**src/rtl/riscv_pkg.sv**
```systemverilog
// -----------------------------------------------------------------------------
// riscv_pkg
// Shared types and constants for the instruction-fetch slice.
//   XLEN          : datapath / PC width
//   NOP_INSTR     : addi x0,x0,0, shown to IF/ID whenever no instruction is ready
//   fetch_entry_t : {pc, instr} pair held in the fetch buffer and the pc tag queue
//   fetch_state_e : fetch controller states (BOOT, RUN)
// -----------------------------------------------------------------------------
package riscv_pkg;

   localparam int XLEN = 32;

   localparam logic [31:0] NOP_INSTR = 32'h0000_0013;

   typedef struct packed {
      logic [XLEN-1:0] pc;
      logic [31:0]     instr;
   } fetch_entry_t;

   typedef enum logic {
      BOOT = 1'b0,
      RUN  = 1'b1
   } fetch_state_e;

endpackage

```
**src/rtl/fetch_buffer.sv**
```systemverilog
// -----------------------------------------------------------------------------
// fetch_buffer
// Small FIFO of fetch_entry_t. Used both as the instruction buffer and as the
// in-order pc tag queue for outstanding memory requests.
// Ports:
//   clk, rst   : clock, async active-high reset
//   flush      : empty the FIFO this cycle (push/pop ignored)
//   push       : write push_data at the tail
//   push_data  : entry to write
//   pop        : drop the head entry
//   head       : current head entry (valid when count != 0)
//   count      : number of valid entries (0..DEPTH)
// DEPTH must be a power of two so the pointers wrap naturally.
// -----------------------------------------------------------------------------
module fetch_buffer
   import riscv_pkg::*;
#(
   parameter int  DEPTH = 2,
   localparam int AW    = $clog2(DEPTH)
) (
   input  logic         clk,
   input  logic         rst,
   input  logic         flush,
   input  logic         push,
   input  fetch_entry_t push_data,
   input  logic         pop,
   output fetch_entry_t head,
   output logic [AW:0]  count
);

   fetch_entry_t  mem_q [DEPTH];
   fetch_entry_t  mem_d [DEPTH];
   logic [AW-1:0] wr_ptr_q, wr_ptr_d;
   logic [AW-1:0] rd_ptr_q, rd_ptr_d;
   logic [AW:0]   count_q, count_d;
   logic          empty, full;
   logic          do_push, do_pop;

   assign empty   = (count_q == '0);
   assign full    = (count_q == (AW+1)'(DEPTH));
   // A push into a full FIFO is legal only when the head leaves in the same cycle.
   assign do_push = push && !flush && (!full || pop);
   assign do_pop  = pop && !flush && !empty;
   assign head    = mem_q[rd_ptr_q];
   assign count   = count_q;

   always_comb begin
      mem_d    = mem_q;
      wr_ptr_d = wr_ptr_q;
      rd_ptr_d = rd_ptr_q;
      count_d  = count_q;
      if (flush) begin
         wr_ptr_d = '0;
         rd_ptr_d = '0;
         count_d  = '0;
      end else begin
         if (do_push) begin
            mem_d[wr_ptr_q] = push_data;
            wr_ptr_d        = wr_ptr_q + AW'(1);
         end
         if (do_pop) begin
            rd_ptr_d = rd_ptr_q + AW'(1);
         end
         count_d = count_q + (AW+1)'(do_push) - (AW+1)'(do_pop);
      end
   end

   always_ff @(posedge clk or posedge rst) begin
      if (rst) begin
         for (int i = 0; i < DEPTH; i++) begin
            mem_q[i] <= '0;
         end
         wr_ptr_q <= '0;
         rd_ptr_q <= '0;
         count_q  <= '0;
      end else begin
         mem_q    <= mem_d;
         wr_ptr_q <= wr_ptr_d;
         rd_ptr_q <= rd_ptr_d;
         count_q  <= count_d;
      end
   end

   // The credit scheme upstream must never overflow or underflow this FIFO.
   assert property (@(posedge clk) disable iff (rst) !(push && !flush && full && !pop));
   assert property (@(posedge clk) disable iff (rst) !(pop && !flush && empty));

endmodule

```
**src/rtl/fetch_unit.sv**
```systemverilog
// -----------------------------------------------------------------------------
// fetch_unit
// IF stage: owns the PC, issues in-order word requests to instruction memory,
// buffers returned words and presents them to the IF/ID register.
// Handshake: a request transfers on a clock edge where imem_req_valid and
// imem_req_ready are both high; valid/addr may change while not accepted.
// Responses carry no handshake: imem_rsp_valid marks one word, returned in
// request order, and is always absorbed (credits bound what can arrive).
// Ports:
//   clk, rst                        : clock, async active-high reset
//   StallF                          : hold the presented instruction
//   PCSrcE, PCTargetE               : redirect from EX (wins over everything)
//   imem_req_valid/ready/addr       : request channel to instruction memory
//   imem_rsp_valid/data             : in-order response channel
//   InstrF, PCF, PCPlus4F           : instruction, its PC and PC+4 for IF/ID
//   FetchValidF                     : InstrF is a real fetched instruction
//   fetch_state_dbg                 : controller state, for observation
// Optional (macro FETCH_PERF_CNT_EN):
//   perf_bubble_cnt                 : saturating count of RUN cycles with no valid output
//   perf_redirect_cnt               : saturating count of PCSrcE cycles
// -----------------------------------------------------------------------------
module fetch_unit
   import riscv_pkg::*;
#(
   parameter int              XLEN      = riscv_pkg::XLEN,
   parameter logic [XLEN-1:0] RESET_PC  = '0,
   parameter int              BUF_DEPTH = 2
) (
   input  logic            clk,
   input  logic            rst,
   input  logic            StallF,
   input  logic            PCSrcE,
   input  logic [XLEN-1:0] PCTargetE,
   output logic            imem_req_valid,
   input  logic            imem_req_ready,
   output logic [XLEN-1:0] imem_req_addr,
   input  logic            imem_rsp_valid,
   input  logic [31:0]     imem_rsp_data,
   output logic [31:0]     InstrF,
   output logic [XLEN-1:0] PCF,
   output logic [XLEN-1:0] PCPlus4F,
   output logic            FetchValidF,
   output fetch_state_e    fetch_state_dbg
`ifdef FETCH_PERF_CNT_EN
   ,
   output logic [31:0]     perf_bubble_cnt,
   output logic [31:0]     perf_redirect_cnt
`endif
);

   localparam int AW = $clog2(BUF_DEPTH);

   fetch_state_e    state_q, state_d;
   logic [XLEN-1:0] fetch_pc_q, fetch_pc_d;
   logic [AW:0]     drop_cnt_q, drop_cnt_d;

   fetch_entry_t    buf_head, tag_head, rsp_entry, tag_entry;
   logic [AW:0]     buf_count, tag_count;
   logic            buf_empty;
   logic            req_fire, out_pop, rsp_push;
   logic [AW:0]     credit_used, out_next;

   // Every in-flight request owns one tag entry, so the tag count is the
   // outstanding count.
   assign buf_empty = (buf_count == '0);
   assign req_fire  = imem_req_valid && imem_req_ready;
   assign out_pop   = !buf_empty && !StallF && !PCSrcE;
   // An entry leaving this cycle frees its slot immediately; without this a
   // single-cycle memory could only sustain one instruction every other cycle.
   assign credit_used    = tag_count + buf_count - (AW+1)'(out_pop);
   assign imem_req_valid = (state_q == RUN) && (credit_used < (AW+1)'(BUF_DEPTH));
   assign imem_req_addr  = fetch_pc_q;
   assign out_next       = tag_count + (AW+1)'(req_fire) - (AW+1)'(imem_rsp_valid);
   // Responses still owed to a pre-redirect PC stream are discarded, as is one
   // arriving in the redirect cycle itself.
   assign rsp_push  = imem_rsp_valid && !PCSrcE && (drop_cnt_q == '0);
   assign tag_entry = '{pc: fetch_pc_q, instr: NOP_INSTR};

   always_comb begin
      rsp_entry       = tag_head;
      rsp_entry.instr = imem_rsp_data;
   end

   always_comb begin
      state_d    = state_q;
      fetch_pc_d = fetch_pc_q;
      drop_cnt_d = drop_cnt_q;
      case (state_q)
         BOOT:    state_d = RUN;
         RUN:     state_d = RUN;
         default: state_d = BOOT;
      endcase
      if (req_fire) begin
         fetch_pc_d = fetch_pc_q + XLEN'(4);
      end
      if (imem_rsp_valid && (drop_cnt_q != '0)) begin
         drop_cnt_d = drop_cnt_q - (AW+1)'(1);
      end
      if (PCSrcE) begin
         fetch_pc_d = PCTargetE & ~XLEN'(3);
         drop_cnt_d = out_next;
      end
   end

   always_ff @(posedge clk or posedge rst) begin
      if (rst) begin
         state_q    <= BOOT;
         fetch_pc_q <= RESET_PC;
         drop_cnt_q <= '0;
      end else begin
         state_q    <= state_d;
         fetch_pc_q <= fetch_pc_d;
         drop_cnt_q <= drop_cnt_d;
      end
   end

   fetch_buffer #(.DEPTH(BUF_DEPTH)) u_tag_q (
      .clk       (clk),
      .rst       (rst),
      .flush     (1'b0),
      .push      (req_fire),
      .push_data (tag_entry),
      .pop       (imem_rsp_valid),
      .head      (tag_head),
      .count     (tag_count)
   );

   fetch_buffer #(.DEPTH(BUF_DEPTH)) u_ibuf (
      .clk       (clk),
      .rst       (rst),
      .flush     (PCSrcE),
      .push      (rsp_push),
      .push_data (rsp_entry),
      .pop       (out_pop),
      .head      (buf_head),
      .count     (buf_count)
   );

   assign FetchValidF     = !buf_empty;
   assign InstrF          = buf_empty ? NOP_INSTR : buf_head.instr;
   assign PCF             = buf_empty ? '0 : buf_head.pc;
   assign PCPlus4F        = PCF + XLEN'(4);
   assign fetch_state_dbg = state_q;

`ifdef FETCH_PERF_CNT_EN
   logic [31:0] bubble_cnt_q, bubble_cnt_d;
   logic [31:0] redirect_cnt_q, redirect_cnt_d;

   always_comb begin
      bubble_cnt_d   = bubble_cnt_q;
      redirect_cnt_d = redirect_cnt_q;
      if ((state_q == RUN) && buf_empty && (bubble_cnt_q != '1)) begin
         bubble_cnt_d = bubble_cnt_q + 32'd1;
      end
      if (PCSrcE && (redirect_cnt_q != '1)) begin
         redirect_cnt_d = redirect_cnt_q + 32'd1;
      end
   end

   always_ff @(posedge clk or posedge rst) begin
      if (rst) begin
         bubble_cnt_q   <= '0;
         redirect_cnt_q <= '0;
      end else begin
         bubble_cnt_q   <= bubble_cnt_d;
         redirect_cnt_q <= redirect_cnt_d;
      end
   end

   assign perf_bubble_cnt   = bubble_cnt_q;
   assign perf_redirect_cnt = redirect_cnt_q;
`endif

endmodule

```
**config.mk**
```make
export PLATFORM = sky130hd
export DESIGN_NAME = fetch_unit
export DESIGN_NICKNAME = d
export VERILOG_FILES = /design/src/rtl/riscv_pkg.sv /design/src/rtl/fetch_buffer.sv /design/src/rtl/fetch_unit.sv
export SDC_FILE = /design/constraint.sdc
export NUM_CORES = 1
export LEC_CHECK = 0
export BUFFER_PORTS_ARGS = -buffer_cell sky130_fd_sc_hd__buf_4
export CAP_MARGIN = 20
export CORE_UTILIZATION = 61
export DETAILED_ROUTE_END_ITERATION = 8
export GPL_TIMING_DRIVEN = 0
export PLACE_DENSITY = 0.93
export SLEW_MARGIN = 20
export SYNTH_ARGS = -nofsm -noshare
export SYNTH_HDL_FRONTEND = slang
export SYNTH_SLANG_ARGS = --single-unit
```
**constraint.sdc**
```tcl
create_clock -name clk -period 14.9 [get_ports clk]
set_input_delay 2.98 -clock clk [delete_from_list [all_inputs] [get_ports clk]]
set_output_delay 2.98 -clock clk [all_outputs]
set_load 0.005 [all_outputs]
```
==> results.json <==
{
  "grt_pass1_vias": 9063,
  "num_rows": 48,
  "slowest_stage": "clkbuf_1",
  "min_period_ns": 8.39,
  "totalNegativeSetupSlack_ns": 0,
  "total_power_mw": 2.50,
  "antenna_cells": 0,
  "grt_pass1_wl_um": 47200,
  "clkSinkCount": 225,
  "clockRootBuffer": "clkbuf_16",
  "vdd_ir_drop_max_uv": 114,
  "relSlewSlack_pct": 47.9,
  "cts_tree": "yes",
  "critPathTopFamily": "buffers and inverters",
  "max_clock_freq_ghz": 0.119,
  "overflow": 0,
  "antenna_left": 0,
  "grt_antenna_before_repair": 0,
  "setup.worst_path.end_class": "output port",
  "die_area_sq_mm": 0.0188,
  "seq_area_frac_synth_pct": 50.7,
  "setup_viol": 0,
  "rsz0062_at_grt": "false",
  "path_cells": "buf_4, clkbuf_1, clkbuf_1, nor3_1, ha_1, xnor2_2, xnor3_1, and2_1, buf_4",
  "crit_path_max_incr_delay_ns": 0.54,
  "vias": 9064,
  "synthFlopType": "dfrtp_1",
  "syn_avg_cell_area_sq_um": 10.9,
  "final_util_pct": 78.1,
  "worst_pin_slew_ns": 0.781,
  "htreeDepth": 1,
  "wirelength_um": 30100,
  "vias_per_cell": 6.08,
  "finalHoldViolCount": 0,
  "holdBufCountCts": 0,
  "drc": 0,
  "syn2layout_area_growth_pct": 23.2,
  "firstDrtPassIters": 8,
  "drive_above_1_share_pct": 30.3,
  "grt_max_degree": 78,
  "synth_cells": 1024,
  "synthDistinctLibCells": 44,
  "crit_start": "PCSrcE",
  "hp-class": "register to register",
  "fp.dieW_um": 137,
  "cts_setup_buffers": 0,
  "synth-seq-cells": 225,
  "cp_max_fo": 10,
  "clk_pin_slew_worst_paths_ns": 0.05,
  "r2r_start": "u_ibuf.count[1]$_DFF_PP0_",
  "post_drt_wl_per_cell_um": 20.2,
  "cp_num_buf_inv": 4,
  "worst_ep_required_time_ns": 11.92,
  "dp_hpwl_um": 21700,
  "die_h_um": 137,
  "yosys_warnings": 0,
  "p_leak_nw": 6.29,
  "synthesis.area_sq_mm": 0.0111,
  "gp_congestion": 0.947,
  "outcome": "completed",
  "fin_crit_sh_pct": 56.3,
  "slew_violations": 0,
  "synth-edff-count": 0,
  "io_pins": 201,
  "nets": 1329,
  "cts_max_path_buffers": 3,
  "core_sq_mm": 0.0175,
  "start_kind": "input port",
  "setup.worst_path.class": "input port to output port",
  "cts_resized": 0,
  "port_buffers": 192,
  "clk_latency_ns": 0.51,
  "hp-start": "u_ibuf.mem_q[59]$_DFFE_PP0P_",
  "place_area_sq_mm": 0.0129,
  "track_usage_pct": 32.6,
  "powerDensity_mw_per_mm2": 182,
  "async_flop_share_pct": 100,
  "cts_buffers": 24,
  "finClkSkew_ns": 0.0129,
  "final_area_sq_mm": 0.0137,
  "arrival_ns": 5.41,
  "initial_utilization_pct": 63.4,
  "drt_iter0_markers": 775,
  "maxCapViolCount": 0
}
-- cell usage after synthesis (6+ instances only) --
cell type | n | share of area [%]
o21ai_0 | 48 | 2.2
buf_2 | 12 | 0.54
nand2_1 | 79 | 2.7
nand3_1 | 24 | 1.1
nand4_1 | 19 | 1.1
and2_1 | 6 | 0.34
ha_1 | 10 | 1.1
a21oi_1 | 32 | 1.4
nor4_1 | 24 | 1.4
and4_1 | 6 | 0.47
xnor2_1 | 26 | 2.0
clkbuf_1 | 43 | 1.5
nor2_1 | 108 | 3.6
mux2i_1 | 93 | 8.4
inv_1 | 22 | 0.74
mux2_2 | 125 | 13
dfrtp_1 | 225 | 51
buf_4 | 8 | 0.54
xor2_1 | 27 | 2.1
a31oi_1 | 7 | 0.39
nor3_1 | 17 | 0.77
buf_1 | 6 | 0.20
-- worst reg2reg max path, stage by stage, from the launching register on --
cell	delay [ns]
dfrtp_1	0.44
nor2_1	0.53
clkbuf_1	0.44
clkbuf_1	0.45
clkbuf_1	0.54
nor3_1	0.12
ha_1	0.24
xnor2_2	0.21
xnor3_1	0.46
nand2_1	0.28
clkbuf_1	0.44
nor2_1	0.15
ha_1	0.23
xnor2_1	0.22
xnor2_1	0.15
-- power breakdown --
| group | internal [mW] | switching (mW) |
|---|---|---|
| Combinational | 0.429 | 0.459 |
| Clock | 0.346 | 0.239 |
| Sequential | 0.858 | 0.165 |
-- stage by stage --
step                      instances  setup WS, ns  hold WS, ns
after detailed placement       1448          6.54        0.472
after global routing           1492          6.42        0.501
after floorplan                1029          5.76        0.450
after CTS                      1492          6.52        0.485
after global placement         1446          3.72        0.461
final                          1492          6.51        0.484
-- logic make-up (layout without fill, tap and decap cells) --
kind of cell,after synthesis,in the layout,share of synthesized area (%)
AOI/OAI and AO/OA,110,110,5.65
xor gates and xnor gates,56,56,4.73
adders and majority gates,10,10,1.13
buffers and inverters,91,329,3.48
DFF,225,225,50.7
muxes,218,218,21.0
other,2,7,0.0676
and+or+nand+nor,312,312,13.2
-- worst paths after layout --
| kind | cells past startpoint | to | slack [ns] |
|---|---|---|---|
| setup reg to reg | 14 | u_tag_q.count[1]$_DFF_PP0_ | 9.94 |
| setup / recovery | 9 | imem_req_valid | 6.51 |
| hold reg to reg | 2 | u_ibuf.mem_q[59]$_DFFE_PP0P_ | 0.48 |
| min in group asynchronous | 2 | u_ibuf.mem_q[4]$_DFFE_PP0P_ | 2.51 |
| max in group asynchronous | 4 | imem_req_addr[13]$_DFFE_PP0P_ | 11.26 |
| hold / removal | 2 | u_ibuf.mem_q[59]$_DFFE_PP0P_ | 0.48 |
-- sequential cells by signal, summed over array words and instances (netlist names) --
register,cells
u_ibuf.mem_q,124
u_tag_q.mem_q,60
imem_req_addr,30
drop_cnt_q,2
u_ibuf.count,2
u_tag_q.count,2
fetch_state_dbg,1
u_ibuf.rd_ptr_q,1
u_ibuf.wr_ptr_q,1
u_tag_q.rd_ptr_q,1
u_tag_q.wr_ptr_q,1
-- area by class of cell --
cell class	instances	area (sq um)
sequential	225	5630
multi-input combinational	713	5110
fill	1069	3840
timing repair buffer	194	1500
clock buffer	36	707
buffer	69	304
tap	225	282
inverter	22	90.1
clock inverter	8	71.3
-- placed cells by master, fill, tap and decap left out, types with 5 or more instances in the layout --
cell       count
dfrtp_1      225
buf_4        200
mux2_2       125
nor2_1       108
mux2i_1       93
nand2_1       79
clkbuf_1      50
o21ai_0       48
a21oi_1       32
xor2_1        27
xnor2_1       26
clkbuf_16     25
nand3_1       24
nor4_1        24
inv_1         21
nand4_1       19
nor3_1        17
buf_2         12
ha_1          10
a31oi_1        7
conb_1         7
buf_1          6
and2_1         6
and4_1         6
clkinv_2       6
nand3b_1       5
a211oi_1       5
o31ai_1        5
or4_1          5
o211ai_1       5
-- layer usage --
layer	track usage (%)	routed length (um)
met4	13.7	1080
met5	0	0
met1	40.3	11500
met3	7.26	2810
met2	55.0	14700
Power figures use the tool's default switching activity.
